[config.mk]
export PLATFORM = sky130hd
export DESIGN_NAME = parity_frame_controller_flat
export DESIGN_NICKNAME = d
export VERILOG_FILES = /design/src/rtl/parity_pkg.sv /design/src/rtl/parity_frame_controller_if.sv /design/src/rtl/parity_accum.sv /design/src/rtl/parity_frame_controller.sv /design/src/flat_wrapper.sv
export SDC_FILE = /design/constraint.sdc
export NUM_CORES = 1
export LEC_CHECK = 0
export BUFFER_PORTS_ARGS = -buffer_cell sky130_fd_sc_hd__buf_2
export CAP_MARGIN = 30
export CORE_UTILIZATION = 48
export DETAILED_ROUTE_END_ITERATION = 10
export PLACE_DENSITY = 0.7
export SKIP_CTS_REPAIR_TIMING = 1
export SKIP_LAST_GASP = 1
export SLEW_MARGIN = 20
export SYNTH_ARGS = -nofsm -noshare
export SYNTH_HDL_FRONTEND = slang
export SYNTH_SLANG_ARGS = --single-unit
[constraint.sdc]
create_clock -name clk -period 2.1 [get_ports clk]
set_clock_uncertainty 0.2 [all_clocks]
set_input_delay 0.105 -clock clk [delete_from_list [all_inputs] [get_ports clk]]
set_output_delay 0.105 -clock clk [all_outputs]
set_load 0.05 [all_outputs]
[src/rtl/parity_pkg.sv]
// Shared constants for the parity datapath blocks.
// State encoding, default frame width and parity senses.
package parity_pkg;

  typedef enum logic [1:0] {
    IDLE   = 2'd0,
    DATA   = 2'd1,
    PARITY = 2'd2,
    HOLD   = 2'd3
  } state_e;

  localparam int DEF_DATA_BITS = 8;

  localparam int EVEN = 0;
  localparam int ODD  = 1;

endpackage

[src/rtl/parity_frame_controller_if.sv]
// Serial-in / word-out handshake bundle for
// the parity frame controller.
interface parity_frame_controller_if #(
  parameter int DATA_BITS = 8
) ();

  logic                 start;
  logic                 in_valid;
  logic                 in_bit;
  logic                 out_ready;
  logic                 out_valid;
  logic [DATA_BITS-1:0] out_data;
  logic                 parity_err;

  modport master (
    output start,
    output in_valid,
    output in_bit,
    output out_ready,
    input  out_valid,
    input  out_data,
    input  parity_err
  );

  modport slave (
    input  start,
    input  in_valid,
    input  in_bit,
    input  out_ready,
    output out_valid,
    output out_data,
    output parity_err
  );

endinterface

[src/rtl/parity_accum.sv]
// Running XOR of the serial bits of a frame,
// with synchronous clear and enable.
module parity_accum (
  input  logic clk,
  input  logic rst,
  input  logic clr_i,
  input  logic en_i,
  input  logic bit_i,
  output logic par_o
);

  logic par_q;

  always_ff @(posedge clk or posedge rst) begin
    if (rst) begin
      par_q <= 1'b0;
    end else if (clr_i) begin
      par_q <= 1'b0;
    end else if (en_i) begin
      par_q <= par_q ^ bit_i;
    end
  end

  assign par_o = par_q;

endmodule

[src/rtl/parity_frame_controller.sv]
// Framed serial receiver: start, DATA_BITS bits
// LSB-first, one parity bit, then a held result.
module parity_frame_controller #(
  parameter int DATA_BITS = parity_pkg::DEF_DATA_BITS,
  parameter int ODD       = 0
) (
  input  logic                       clk,
  input  logic                       rst,
  parity_frame_controller_if.slave   bus,
  output logic                       overrun,
  output logic                       busy,
  output logic [1:0]                 state
);

  import parity_pkg::*;

  localparam int CW = $clog2(DATA_BITS) + 1;
  localparam logic [CW-1:0] LAST =
    CW'(DATA_BITS - 1);
  localparam logic SENSE = (ODD != 0);

  state_e               state_q;
  logic [CW-1:0]        cnt_q;
  logic [DATA_BITS-1:0] data_q;
  logic [DATA_BITS-1:0] data_d;
  logic                 vld_q;
  logic                 perr_q;
  logic                 ovr_q;
  logic                 busy_q;
  logic                 par;
  logic                 acc_clr;
  logic                 acc_en;

  assign acc_clr = (state_q == IDLE) && bus.start;
  assign acc_en  = (state_q == DATA) && bus.in_valid;

  parity_accum u_accum (
    .clk   (clk),
    .rst   (rst),
    .clr_i (acc_clr),
    .en_i  (acc_en),
    .bit_i (bus.in_bit),
    .par_o (par)
  );

  // Bit lands at the slot named by the counter.
  always_comb begin
    data_d = data_q;
    for (int i = 0; i < DATA_BITS; i++) begin
      if (cnt_q == CW'(i)) begin
        data_d[i] = bus.in_bit;
      end
    end
  end

  always_ff @(posedge clk or posedge rst) begin
    if (rst) begin
      state_q <= IDLE;
      cnt_q   <= '0;
      data_q  <= '0;
      vld_q   <= 1'b0;
      perr_q  <= 1'b0;
      ovr_q   <= 1'b0;
      busy_q  <= 1'b0;
    end else begin
      unique case (state_q)
        IDLE: begin
          if (bus.start) begin
            state_q <= DATA;
            cnt_q   <= '0;
            busy_q  <= 1'b1;
          end
        end
        DATA: begin
          if (bus.in_valid) begin
            data_q <= data_d;
            cnt_q  <= cnt_q + 1'b1;
            if (cnt_q == LAST) begin
              state_q <= PARITY;
            end
          end
        end
        PARITY: begin
          if (bus.in_valid) begin
            perr_q  <= (par ^ bus.in_bit) != SENSE;
            vld_q   <= 1'b1;
            state_q <= HOLD;
          end
        end
        HOLD: begin
          // Bits arriving here are dropped.
          if (bus.in_valid) begin
            ovr_q <= 1'b1;
          end
          if (bus.out_ready) begin
            vld_q   <= 1'b0;
            busy_q  <= 1'b0;
            state_q <= IDLE;
          end
        end
      endcase
    end
  end

  assign bus.out_valid  = vld_q;
  assign bus.out_data   = data_q;
  assign bus.parity_err = perr_q;
  assign overrun        = ovr_q;
  assign busy           = busy_q;
  assign state          = state_q;

endmodule
[src/flat_wrapper.sv]
// flat-port wrapper written by rule: the top's interface ports become plain ports
module parity_frame_controller_flat import parity_pkg::*;
#(
  parameter int DATA_BITS = parity_pkg::DEF_DATA_BITS,
  parameter int ODD       = 0
)
  (clk, rst, overrun, busy, state, bus_start, bus_in_valid, bus_in_bit, bus_out_ready, bus_out_valid, bus_out_data, bus_parity_err);
  parity_frame_controller_if #(.DATA_BITS(DATA_BITS)) bus_i ();
  input  logic clk;
  input  logic rst;
  output logic overrun;
  output logic busy;
  output logic [1:0] state;
  input wire logic [$bits(bus_i.start)-1:0] bus_start;
  input wire logic [$bits(bus_i.in_valid)-1:0] bus_in_valid;
  input wire logic [$bits(bus_i.in_bit)-1:0] bus_in_bit;
  input wire logic [$bits(bus_i.out_ready)-1:0] bus_out_ready;
  output wire logic [$bits(bus_i.out_valid)-1:0] bus_out_valid;
  output wire logic [$bits(bus_i.out_data)-1:0] bus_out_data;
  output wire logic [$bits(bus_i.parity_err)-1:0] bus_parity_err;
  assign bus_i.start = bus_start;
  assign bus_i.in_valid = bus_in_valid;
  assign bus_i.in_bit = bus_in_bit;
  assign bus_i.out_ready = bus_out_ready;
  assign bus_out_valid = bus_i.out_valid;
  assign bus_out_data = bus_i.out_data;
  assign bus_parity_err = bus_i.parity_err;
  parity_frame_controller #(.DATA_BITS(DATA_BITS), .ODD(ODD)) u_core (.clk(clk), .rst(rst), .bus(bus_i), .overrun(overrun), .busy(busy), .state(state));
endmodule
==> out/results.ini <==
[placement]
placed_area_sq_mm=0.001255
place_hpwl_mm=1.502
port_buffers=19
gp_congestion=0.7811

[yosys]
yosysWarnings=0
synth.top_cell.area_share_pct=42.51
ys_types=35
synth_edf_count=0
syn_inst=104
seq_area_frac_synth_pct=42.51
netlist_top_cells_area=dfrtp_1 (43%), ha_1 (10%), mux2_2 (5.0%), mux2_1 (4.0%), nand2_1 (3.4%)
synthArstFlopShare_pct=100.0
syn_area_sq_mm=0.001119
ys_ff_latch=19
ys_dominant_reg_cell=dfrtp_1
yosys-top-cells-count=dfrtp_1 (19), nand2_1 (10), ha_1 (9)
syn_nets=119
yosys.cell_count.top_type=dfrtp_1
syn_avg_cell_area_sq_um=10.76
yosys.area.top_type=dfrtp_1

[timing]
layout_min_cycle_time_ns=1.986
max_freq_ghz=0.5036
worst_pin_slew_ns=0.7151
rsz0062_at_grt=no
finalHoldViolCount=0
final.setup.tns_ns=0
max_slew_margin_pct=52.27
post-route-period-util_pct=94.56
slew_violations=0
setup-violations-final=0

[setup_path]
criticalPathCategory=flop to flop
r2r_cells=5
required_ns=2.10
crit_slowest_cell=dfrtp_2
cpPeakStageDelay_ns=0.42
reg2reg_to=u_core.state[1]$_DFFE_PP0P_
critical_path_arrival_ns=1.99
r2r-start=u_core.state[0]$_DFFE_PP0P_
path_max_fanout=5
cp-end-kind=flop
path_cells=inv_1, ha_2, o21ba_2, a2111oi_4, mux2_4
crit_path_start=u_core.state[0]$_DFFE_PP0P_
r2r_slack_ns=0.11
worstSetupStartpointType=flop

[clock_network]
clockRootBuffer=clkbuf_4
insertion_delay_ns=0.31
clkSinkCount=19
cts_tree=yes
numCtsBuffers=3
path_clk_slew_ns=0.12
htree_levels=1
cts_max_path_buffers=2

[power_and_ir_drop]
powerDensity_mw_per_mm2=1518
leakagePower_uw=0.0006251
vdd_drop_max_uv=909.7

[layout]
drive_above_1_share_pct=29.46
nNetsFinal=145
final_area_sq_mm=0.001325
insertedDiodeCount=0
area_delta_synth_final_pct=18.46

[floorplan]
start_util_pct=50.57
die_area_sq_mm=0.002528
die_h_um=50.28
die_w_um=50.28
rows=17
core_area_sq_mm=0.002212
ioPinCount=20

[global_routing]
grt_pass1_vias=768
grt_overflow=0
antenna_found_initial=0
grt_max_degree=20
grt_pass1_wl_mm=3.456
grt_usage_pct=18.60

[min_path]
hold_depth=2
hold_path_end=u_core.bus.parity_err$_DFFE_PP0P_
hp-class=input pin to flop
min_from=bus_in_valid

[route]
drc=0
dr.pass1.iters=4
wl_mm=2.092
vias=870
antenna_violating_nets_post_route=0
wire_per_inst_um=13.32
viasPerCell=5.541
drt-initial-drc-count=14

[run_status]
outcome=complete, no violations

[flow_run]
max_cap_viol_count=0

-- per-layer routing --
layer | up-vias | track usage (%) | wire length, um
li1 | 419 | - | -
met1 | 426 | 22.41 | 993
met2 | 21 | 31.56 | 1003
met3 | 4 | 2.727 | 63
met4 | 0 | 10.00 | 32
met5 | - | 0 | 0
-- cell usage in the layout (no fill, tap or decap), types with 2 or more instances in the layout --
cell,netlist,routed
dlygate4sd3_1,0,4
dfrtp_2,0,2
buf_4,0,3
inv_1,7,7
dfrtp_1,19,17
nand2b_1,3,3
buf_2,2,19
nand3_1,3,3
mux2_1,4,4
mux2i_1,2,2
nand2_1,10,10
a22o_1,3,3
nand4_1,3,3
ha_1,9,8
nor2_1,3,3
clkbuf_4,0,3
mux2_2,5,5
a21oi_1,4,4
o221ai_1,2,2
o21ai_0,4,4
-- critical path: cells and delay by family (launching register included) --
kind                       cells  cell delay (ns)
AOI/OAI and AO/OA              2             0.62
adders and majority gates      1             0.22
buffers and inverters          1             0.08
DFF                            1             0.42
muxes                          1             0.34
-- cell families after synthesis --
| logic type | synth area share [%] |
|---|---|
| flip-flops | 42.51 |
| buffers and inverters | 4.251 |
| AO/OA/AOI/OAI | 14.99 |
| multiplexers | 12.19 |
| AND/OR/NAND/NOR | 14.43 |
| adder cells (fa/ha/maj) | 10.07 |
| XOR/XNOR | 1.566 |
-- area by class of cell --
class / count / area (sq um)
sequential: 19 / 478.0
inverter: 7 / 26.28
multi-input combinational: 73 / 598.1
timing repair buffer: 26 / 157.7
fill: 211 / 887.1
clock inverter: 1 / 7.507
tap: 28 / 35.03
clock buffer: 3 / 22.52
-- stage by stage --
stage | std cells | total power [uW] | utilization (%) | hold WS [ns] | setup WS, ns
4_1_cts | 153 | 2021 | 58.09 | -0.2877 | 0.1049
6_report | 157 | 2012 | 59.90 | 0.02186 | 0.1141
3_5_place_dp | 149 | 1818 | 56.73 | 0.06031 | 0.1245
3_3_place_gp | 149 | 1791 | 56.73 | 0.05670 | 0.1852
2_1_floorplan | 104 | 1543 | - | -0.1440 | -0.04128
5_1_grt | 157 | 2138 | 59.90 | 0.02005 | 0.03291
-- flip-flops by register name, indices dropped and copies added, names as in the netlist --
name                   cells
u_core.overrun             1
u_core.u_accum.par_o       1
u_core.state               2
u_core.bus.out_data        8
u_core.bus.parity_err      1
u_core.bus.out_valid       1
u_core.cnt_q               4
u_core.busy                1
-- how the worst max path moves through the flow --
stage,to,depth (start not counted),slack (ns)
finish,u_core.state[1]$_DFFE_PP0P_,5,0.11
global route,u_core.bus.out_data[1]$_DFFE_PP0P_,5,0.03
CTS,u_core.state[1]$_DFFE_PP0P_,5,0.10
detailed placement,u_core.state[1]$_DFFE_PP0P_,5,0.12
global placement,u_core.state[1]$_DFFE_PP0P_,4,0.19
floorplan,u_core.state[1]$_DFFE_PP0P_,6,-0.04
-- where the power goes --
group / total, uW / internal (uW) / switching, uW / leakage [uW]
Sequential: 609 / 510 / 99.2 / 0.000233
Combinational: 1200 / 422 / 779 / 0.000378
Clock: 201 / 72.5 / 129 / 0.0000139
(Power assumes the default switching activity.)
